**src/rtl/backprop_pkg.sv**
```systemverilog
// Shared types and helpers for the backprop systolic array front end.
// Holds the feeder FSM state encoding and a lane-extraction helper for row buses.
package backprop_pkg;

  typedef enum logic [1:0] {
    IDLE   = 2'd0,
    WAIT   = 2'd1,
    STREAM = 2'd2,
    DRAIN  = 2'd3
  } feeder_state_t;

  localparam int unsigned LANE_MAX_W = 64;
  localparam int unsigned BUS_MAX_W  = 1024;

  // Lane k of a lanes*lane_w bus; lane 0 is the most significant slice.
  function automatic logic [LANE_MAX_W-1:0] lane_slice(
    input logic [BUS_MAX_W-1:0] word,
    input int unsigned          k,
    input int unsigned          lane_w,
    input int unsigned          lanes
  );
    logic [BUS_MAX_W-1:0]  shifted;
    logic [LANE_MAX_W-1:0] mask;
    shifted = word >> (lane_w * (lanes - 1 - k));
    mask    = (lane_w >= LANE_MAX_W) ? '1
                                     : ((LANE_MAX_W'(1) << lane_w) - LANE_MAX_W'(1));
    return LANE_MAX_W'(shifted) & mask;
  endfunction

endpackage

```
**src/rtl/z_stream_feeder_if.sv**
```systemverilog
// Row-write, frame-control and skewed-output signals of the z stream feeder.
// master drives rows and frame requests; slave is the feeder itself.
interface z_stream_feeder_if #(
  parameter int unsigned data_size = 16,
  parameter int unsigned size      = 3,
  parameter int unsigned depth     = 8
);
  localparam int unsigned row_w = data_size * size;
  localparam int unsigned cnt_w = $clog2(depth) + 1;

  logic             wr_valid;
  logic             wr_ready;
  logic [row_w-1:0] wr_data;
  logic             start;
  logic [cnt_w-1:0] frame_len;
  logic             busy;
  logic [row_w-1:0] z_to_z;
  logic             z_valid;
  logic             reset_counter_out;
  logic             done;
  logic [cnt_w-1:0] fill;

  modport master (
    output wr_valid, wr_data, start, frame_len,
    input  wr_ready, busy, z_to_z, z_valid, reset_counter_out, done, fill
  );

  modport slave (
    input  wr_valid, wr_data, start, frame_len,
    output wr_ready, busy, z_to_z, z_valid, reset_counter_out, done, fill
  );

endinterface

```
**src/rtl/skew_line.sv**
```systemverilog
// One lane's delay line: stages registers with asynchronous active-low reset.
// stages == 0 degenerates to a plain wire.
module skew_line #(
  parameter int unsigned width  = 16,
  parameter int unsigned stages = 0
) (
  input  logic             clk,
  input  logic             rst_n,
  input  logic [width-1:0] d_i,
  output logic [width-1:0] q_o
);

  if (stages == 0) begin : g_wire
    logic unused_clk_rst;
    assign unused_clk_rst = clk ^ rst_n;
    assign q_o = d_i;
  end else begin : g_shift
    logic [width-1:0] pipe_q [stages];

    always_ff @(posedge clk or negedge rst_n) begin
      if (!rst_n) begin
        for (int i = 0; i < int'(stages); i++) pipe_q[i] <= '0;
      end else begin
        pipe_q[0] <= d_i;
        for (int i = 1; i < int'(stages); i++) pipe_q[i] <= pipe_q[i-1];
      end
    end

    assign q_o = pipe_q[stages-1];
  end

endmodule

```
**src/rtl/z_stream_feeder.sv**
```systemverilog
// Buffers z rows in a FIFO and releases them as diagonally skewed frames with
// frame-start and done pulses. Z_STREAM_FEEDER_STALL_CNT_EN adds stall_cycles.
module z_stream_feeder
  import backprop_pkg::*;
#(
  parameter int unsigned data_size = 16,
  parameter int unsigned size      = 3,
  parameter int unsigned depth     = 8
) (
  input  logic             clk,
  input  logic             rst_n,
  z_stream_feeder_if.slave bus
`ifdef Z_STREAM_FEEDER_STALL_CNT_EN
  ,
  output logic [31:0]      stall_cycles
`endif
);

  localparam int unsigned row_w = data_size * size;
  localparam int unsigned aw    = (depth > 1) ? $clog2(depth) : 1;
  localparam int unsigned cnt_w = $clog2(depth) + 1;
  localparam int unsigned sz_w  = $clog2(size) + 1;
  localparam int unsigned ctr_w = (cnt_w > sz_w) ? cnt_w : sz_w;

  // ---------------- row FIFO ----------------
  logic [row_w-1:0] mem_q [depth];
  logic [aw-1:0]    wr_ptr_q, rd_ptr_q;
  logic [cnt_w-1:0] count_q, count_d;
  logic             wr_ready_q;
  logic             push_c, pop_c;

  // Ready comes from registered occupancy, so a same-cycle pop never admits a push.
  assign push_c  = bus.wr_valid && wr_ready_q;
  assign count_d = count_q + cnt_w'(push_c) - cnt_w'(pop_c);

  always_ff @(posedge clk) begin
    if (push_c) mem_q[wr_ptr_q] <= bus.wr_data;
  end

  always_ff @(posedge clk or negedge rst_n) begin
    if (!rst_n) begin
      wr_ptr_q   <= '0;
      rd_ptr_q   <= '0;
      count_q    <= '0;
      wr_ready_q <= 1'b1;
    end else begin
      if (push_c) wr_ptr_q <= wr_ptr_q + aw'(1);
      if (pop_c)  rd_ptr_q <= rd_ptr_q + aw'(1);
      count_q    <= count_d;
      wr_ready_q <= (count_d != cnt_w'(depth));
    end
  end

  // ---------------- frame FSM ----------------
  feeder_state_t    state_q, state_d;
  logic [ctr_w-1:0] len_q, len_d;
  logic [ctr_w-1:0] cnt_q, cnt_d;
  logic [ctr_w-1:0] len_clamp_c;
  logic             first_c, done_c;

  assign len_clamp_c = (bus.frame_len > cnt_w'(depth)) ? ctr_w'(depth)
                                                       : ctr_w'(bus.frame_len);

  always_ff @(posedge clk or negedge rst_n) begin
    if (!rst_n) begin
      state_q <= IDLE;
      len_q   <= '0;
      cnt_q   <= '0;
    end else begin
      state_q <= state_d;
      len_q   <= len_d;
      cnt_q   <= cnt_d;
    end
  end

  // cnt_q counts popped rows in STREAM and remaining wait cycles in DRAIN.
  always_comb begin
    state_d = state_q;
    len_d   = len_q;
    cnt_d   = cnt_q;
    unique case (state_q)
      IDLE: begin
        if (bus.start) begin
          len_d   = len_clamp_c;
          cnt_d   = '0;
          state_d = (len_clamp_c == '0) ? DRAIN : WAIT;
        end
      end
      WAIT: begin
        if (ctr_w'(count_q) >= len_q) begin
          state_d = STREAM;
          cnt_d   = '0;
        end
      end
      STREAM: begin
        cnt_d = cnt_q + ctr_w'(1);
        if (cnt_q == len_q - ctr_w'(1)) begin
          if (size == 1) begin
            state_d = IDLE;
            cnt_d   = '0;
          end else begin
            state_d = DRAIN;
            cnt_d   = ctr_w'(size - 2);
          end
        end
      end
      DRAIN: begin
        if (cnt_q == '0) state_d = IDLE;
        else             cnt_d   = cnt_q - ctr_w'(1);
      end
      default: state_d = IDLE;
    endcase
  end

  always_comb begin
    pop_c   = 1'b0;
    first_c = 1'b0;
    done_c  = 1'b0;
    pop_c   = (state_q == STREAM);
    first_c = pop_c && (cnt_q == '0);
    done_c  = (state_q != IDLE) && (state_d == IDLE);
  end

  // ---------------- registered outputs and lane-0 stage ----------------
  logic             busy_q, done_q, z_valid_q, rc_q;
  logic [row_w-1:0] row_q;

  always_ff @(posedge clk or negedge rst_n) begin
    if (!rst_n) begin
      busy_q    <= 1'b0;
      done_q    <= 1'b0;
      z_valid_q <= 1'b0;
      rc_q      <= 1'b0;
      row_q     <= '0;
    end else begin
      busy_q    <= (state_d != IDLE);
      done_q    <= done_c;
      z_valid_q <= pop_c;
      rc_q      <= first_c;
      row_q     <= pop_c ? mem_q[rd_ptr_q] : '0;
    end
  end

  // Lane k sees k extra register stages after the shared row register.
  logic [row_w-1:0] z_row_c;

  for (genvar k = 0; k < int'(size); k++) begin : g_lane
    logic [data_size-1:0] lane_in;
    logic [data_size-1:0] lane_out;

    assign lane_in = data_size'(lane_slice(BUS_MAX_W'(row_q), k, data_size, size));

    skew_line #(
      .width (data_size),
      .stages(k)
    ) u_skew (
      .clk  (clk),
      .rst_n(rst_n),
      .d_i  (lane_in),
      .q_o  (lane_out)
    );

    assign z_row_c[data_size*(size-k)-1 -: data_size] = lane_out;
  end

  assign bus.wr_ready          = wr_ready_q;
  assign bus.fill              = count_q;
  assign bus.busy              = busy_q;
  assign bus.done              = done_q;
  assign bus.z_valid           = z_valid_q;
  assign bus.reset_counter_out = rc_q;
  assign bus.z_to_z            = z_row_c;

`ifdef Z_STREAM_FEEDER_STALL_CNT_EN
  logic [31:0] stall_q;

  always_ff @(posedge clk or negedge rst_n) begin
    if (!rst_n) begin
      stall_q <= '0;
    end else if (state_q == IDLE && bus.start) begin
      stall_q <= '0;
    end else if (state_q == WAIT && stall_q != '1) begin
      stall_q <= stall_q + 32'd1;
    end
  end

  assign stall_cycles = stall_q;
`endif

endmodule

```
**src/flat_wrapper.sv**
```systemverilog
// flat-port wrapper written by rule: the top's interface ports become plain ports
module z_stream_feeder_flat import backprop_pkg::*;
#(
  parameter int unsigned data_size = 16,
  parameter int unsigned size      = 3,
  parameter int unsigned depth     = 8
)
  (clk, rst_n, bus_wr_valid, bus_wr_data, bus_start, bus_frame_len, bus_wr_ready, bus_busy, bus_z_to_z, bus_z_valid, bus_reset_counter_out, bus_done, bus_fill);
  z_stream_feeder_if #(.data_size(data_size), .size(size), .depth(depth)) bus_i ();
  input  logic clk;
  input  logic rst_n;
  input wire logic [$bits(bus_i.wr_valid)-1:0] bus_wr_valid;
  input wire logic [$bits(bus_i.wr_data)-1:0] bus_wr_data;
  input wire logic [$bits(bus_i.start)-1:0] bus_start;
  input wire logic [$bits(bus_i.frame_len)-1:0] bus_frame_len;
  output wire logic [$bits(bus_i.wr_ready)-1:0] bus_wr_ready;
  output wire logic [$bits(bus_i.busy)-1:0] bus_busy;
  output wire logic [$bits(bus_i.z_to_z)-1:0] bus_z_to_z;
  output wire logic [$bits(bus_i.z_valid)-1:0] bus_z_valid;
  output wire logic [$bits(bus_i.reset_counter_out)-1:0] bus_reset_counter_out;
  output wire logic [$bits(bus_i.done)-1:0] bus_done;
  output wire logic [$bits(bus_i.fill)-1:0] bus_fill;
  assign bus_i.wr_valid = bus_wr_valid;
  assign bus_i.wr_data = bus_wr_data;
  assign bus_i.start = bus_start;
  assign bus_i.frame_len = bus_frame_len;
  assign bus_wr_ready = bus_i.wr_ready;
  assign bus_busy = bus_i.busy;
  assign bus_z_to_z = bus_i.z_to_z;
  assign bus_z_valid = bus_i.z_valid;
  assign bus_reset_counter_out = bus_i.reset_counter_out;
  assign bus_done = bus_i.done;
  assign bus_fill = bus_i.fill;
  z_stream_feeder #(.data_size(data_size), .size(size), .depth(depth)) u_core (.clk(clk), .rst_n(rst_n), .bus(bus_i));
endmodule
```
**config.mk**
```make
export PLATFORM = sky130hd
export DESIGN_NAME = z_stream_feeder_flat
export DESIGN_NICKNAME = d
export VERILOG_FILES = /design/src/rtl/backprop_pkg.sv /design/src/rtl/z_stream_feeder_if.sv /design/src/rtl/skew_line.sv /design/src/rtl/z_stream_feeder.sv /design/src/flat_wrapper.sv
export SDC_FILE = /design/constraint.sdc
export NUM_CORES = 1
export LEC_CHECK = 0
export CAP_MARGIN = 20
export CORE_ASPECT_RATIO = 1.4
export CORE_MARGIN = 2
export CORE_UTILIZATION = 26
export CTS_CLUSTER_DIAMETER = 80
export CTS_CLUSTER_SIZE = 24
export DETAILED_ROUTE_END_ITERATION = 16
export DONT_BUFFER_PORTS = 1
export GPL_TIMING_DRIVEN = 0
export SLEW_MARGIN = 0
export SYNTH_ARGS = -nofsm -noshare
export SYNTH_HDL_FRONTEND = slang
export SYNTH_SLANG_ARGS = --single-unit
```
**constraint.sdc**
```tcl
create_clock -name clk -period 11 [get_ports clk]
set_input_delay 2.2 -clock clk [delete_from_list [all_inputs] [get_ports clk]]
set_output_delay 2.2 -clock clk [all_outputs]
set_load 0.02 [all_outputs]
```
==> results.yml <==
timing:
  rsz0062_at_grt: "no"
  setup_ws_ps: 7250
  period_share_pct: 34.1
  timing.final.hold_violations: 0
  maximum_clock_rate_ghz: 0.267
  remaining_max_slew_budget_at_the_tightest_pin_pct: 32.6
  maxSlewViolCount: 0
  setup_total_negative_slack_ps: 0
  setup_violations: 0
  fin_worst_skew_ps: 22.3
  worstMarginPinSlew_ps: 1010
  final.min_clock_period_ps: 3750
power:
  ir_drop_mv: 0.118
  power.total_uw: 5280
  power.static_leakage_uw: 0.00727
  power.density_nw_per_um2: 250
routing:
  violation_count_after_the_first_detailed_route_iteration: 580
  routed_wl_um: 39900
  firstDrtPassIters: 6
  drt_antenna_net_count: 0
  drt-vias-per-instance: 4.24
  routed-via-count: 7977
  wl_per_cell_um: 21.2
  drcViolationCount: 0
floorplanning:
  floorplan_core_area_um2: 70400
  io_pins: 113
  die_h_um: 320
  design.die.area_um2: 73400
  start_util_pct: 26.3
  floorplan.die.width_um: 230
  std_cell_rows: 115
synthesis:
  synth-async-reset-ratio_pct: 24.0
  synth.ff_latch_count: 505
  netlist_instances: 867
  avgSynthCellArea_um2: 21.4
  synthesis.area_um2: 18500
  synth_fp_nets: 937
  synth_warnings: 0
  synth-main-ff-cell: "sky130_fd_sc_hd__edfxtp_1"
  synth-edff-count: 384
  yosysSeqAreaShare_pct: 78.6
  synthDistinctLibCells: 41
layout:
  utilization_pct: 30.0
  syn2layout_area_growth_pct: 14.1
  nNetsFinal: 992
  num-fill-cells: 6784
  layout.cells.most_common: "sky130_fd_sc_hd__edfxtp_1"
  antenna_cells: 0
  layout.cells.most_common_list: "sky130_fd_sc_hd__edfxtp_1 (384), sky130_fd_sc_hd__dfrtp_1 (120), sky130_fd_sc_hd__mux4_2 (96)"
  drive_gt1_share_pct: 23.5
worst_setup_path:
  critical-path-slowest-cell: "sky130_fd_sc_hd__nor3_2"
  max_stage_delay_ps: 740
  timing.critical_path.to_type: "flop"
  cp.arrival_ps: 4030
  crit_path_start_kind: "input port"
  timing.critical_path.fanout_max: 10
  worstPathRequired_ps: 11290
  worstSetupPathType: "input port to flop"
  r2r_cells: 11
  crit_chain: "nand2_1 -> inv_1 -> nand2_1 -> nor3_2 -> buf_8 -> buf_8 -> buf_6"
clock_network:
  clk-insertion-delay-late_ps: 590
  cts.sink_count: 505
  cts_repair_resize_count: 0
  ctsRootBufferMaster: "sky130_fd_sc_hd__clkbuf_16"
  clk_path_buf_depth: 3
  clock_h_tree_levels: 1
  cts_made_buffers: 29
  post_cts_buffers: 0
  postCtsHoldBufs: 0
  tritoncts: "built"
  path_clk_slew_ps: 100
global_routing:
  grtUsageTotal_pct: 10.9
  vias_in_the_first_global_route: 8696
  globalRouteOverflowTotal: 0
  grt_pass1_wl_um: 59300
  grt_antenna_before_repair: 0
  grt_max_degree: 122
run:
  drv.max_cap_violation_count: 0
placed_design:
  post_place_worst_slack_ps: 6610
  place.port_buffers: 0
  globalplace.congestion: 0.732
  detailed_place_hpwl_um: 26000
outcome:
  outcome: "finished, final reports clean"
min_path:
  min-delay-path-class: "flop to flop"
  worstHoldPathCells: 0
power breakdown:
part / internal, uW / total (uW) / switching (uW)
registers: 2400 / 2600 / 193
logic: 681 / 1480 / 803
clock network: 551 / 1200 / 648
total: 3640 / 5280 / 1640
worst max-delay path, delay by kind of cell:
kind	cells	cell delay, ps
buffers and inverters	4	720
AND/OR/NAND/NOR	3	1090
flip-flops by register name, indices dropped and copies added, names as in the netlist:
| signal | count |
|---|---|
| u_core.cnt_q | 4 |
| u_core.bus.fill | 4 |
| u_core.bus.wr_ready | 1 |
| u_core.mem_q | 384 |
| u_core.row_q | 48 |
| u_core.bus.reset_counter_out | 1 |
| u_core.g_lane.u_skew.q_o | 32 |
| u_core.g_lane.u_skew.g_shift.pipe_q | 16 |
| u_core.wr_ptr_q | 3 |
| u_core.rd_ptr_q | 3 |
| u_core.state_q | 2 |
| u_core.bus.done | 1 |
| u_core.bus.busy | 1 |
| u_core.bus.z_valid | 1 |
| u_core.len_q | 4 |
through the flow:
stage | std cells | cell area [um2] | hold WS, ps
2_1_floorplan | 867 | 18500 | 331
3_3_place_gp | 1803 | 19700 | 335
3_5_place_dp | 1827 | 20200 | 335
4_1_cts | 1880 | 21100 | 346
5_1_grt | 1880 | 21100 | 359
6_report | 1880 | 21100 | 346
worst paths after layout:
kind,slack [ps],end,startpoint
worst max-delay path,7250,u_core.mem_q[1][15],bus_wr_valid
worst min-delay path,350,u_core.g_lane[2].u_skew.g_shift.pipe_q[23],u_core.row_q[7]
worst max register to register,8000,u_core.bus.wr_ready,u_core.state_q[0]
worst min register to register,350,u_core.g_lane[2].u_skew.g_shift.pipe_q[23],u_core.row_q[7]
max in group asynchronous,9470,u_core.bus.wr_ready,rst_n
min in group asynchronous,1300,u_core.row_q[0],rst_n
cell usage after synthesis (2+ instances only):
master / instances / area, um2
sky130_fd_sc_hd__dfrtp_1: 120 / 3000
sky130_fd_sc_hd__edfxtp_1: 384 / 11500
sky130_fd_sc_hd__xnor2_1: 14 / 123
sky130_fd_sc_hd__clkbuf_1: 16 / 60.1
sky130_fd_sc_hd__nand3_1: 3 / 15.0
sky130_fd_sc_hd__nor2_1: 59 / 221
sky130_fd_sc_hd__xor2_1: 2 / 17.5
sky130_fd_sc_hd__mux2i_1: 48 / 480
sky130_fd_sc_hd__mux4_2: 96 / 2160
sky130_fd_sc_hd__nand2_1: 19 / 71.3
sky130_fd_sc_hd__nor3_1: 4 / 20.0
sky130_fd_sc_hd__a22o_1: 3 / 26.3
sky130_fd_sc_hd__o21ai_0: 2 / 10.0
sky130_fd_sc_hd__a21oi_1: 4 / 20.0
sky130_fd_sc_hd__ha_1: 13 / 163
sky130_fd_sc_hd__mux2_2: 3 / 33.8
sky130_fd_sc_hd__buf_4: 20 / 150
sky130_fd_sc_hd__nand2b_1: 3 / 18.8
sky130_fd_sc_hd__inv_1: 16 / 60.1
sky130_fd_sc_hd__or2_2: 2 / 12.5
sky130_fd_sc_hd__buf_2: 16 / 80.1
metal layers:
layer  wire length [um]  vias up  global-route usage, %
li1                   -     3482                      -
met1              16600     4295                   13.8
met2              19900      161                   18.5
met3               2700       39                   2.98
met4                661        0                   2.66
met5                  0        -                      0
final cells by class:
cell class / count / area (um2) / area share [%]
Buffer: 53 / 302 / 1.43
Clock buffer: 40 / 788 / 3.73
Clock inverter: 13 / 161 / 0.764
Inverter: 16 / 60.1 / 0.284
Multi-Input combinational cell: 293 / 3650 / 17.3
Sequential cell: 505 / 14600 / 68.9
Tap cell: 936 / 1170 / 5.55
Timing Repair Buffer: 24 / 428 / 2.03
cells by family after synthesis:
| logic type | count (synthesis) | share of synthesized area (%) |
|---|---|---|
| buffers and inverters | 69 | 1.95 |
| flip-flops | 505 | 78.6 |
| AND/OR/NAND/NOR | 100 | 2.47 |
| AO/OA/AOI/OAI | 16 | 0.737 |
| multiplexers | 147 | 14.5 |
| XOR/XNOR | 16 | 0.757 |
| adder cells (fa/ha/maj) | 14 | 0.987 |
(Power assumes the default switching activity.)
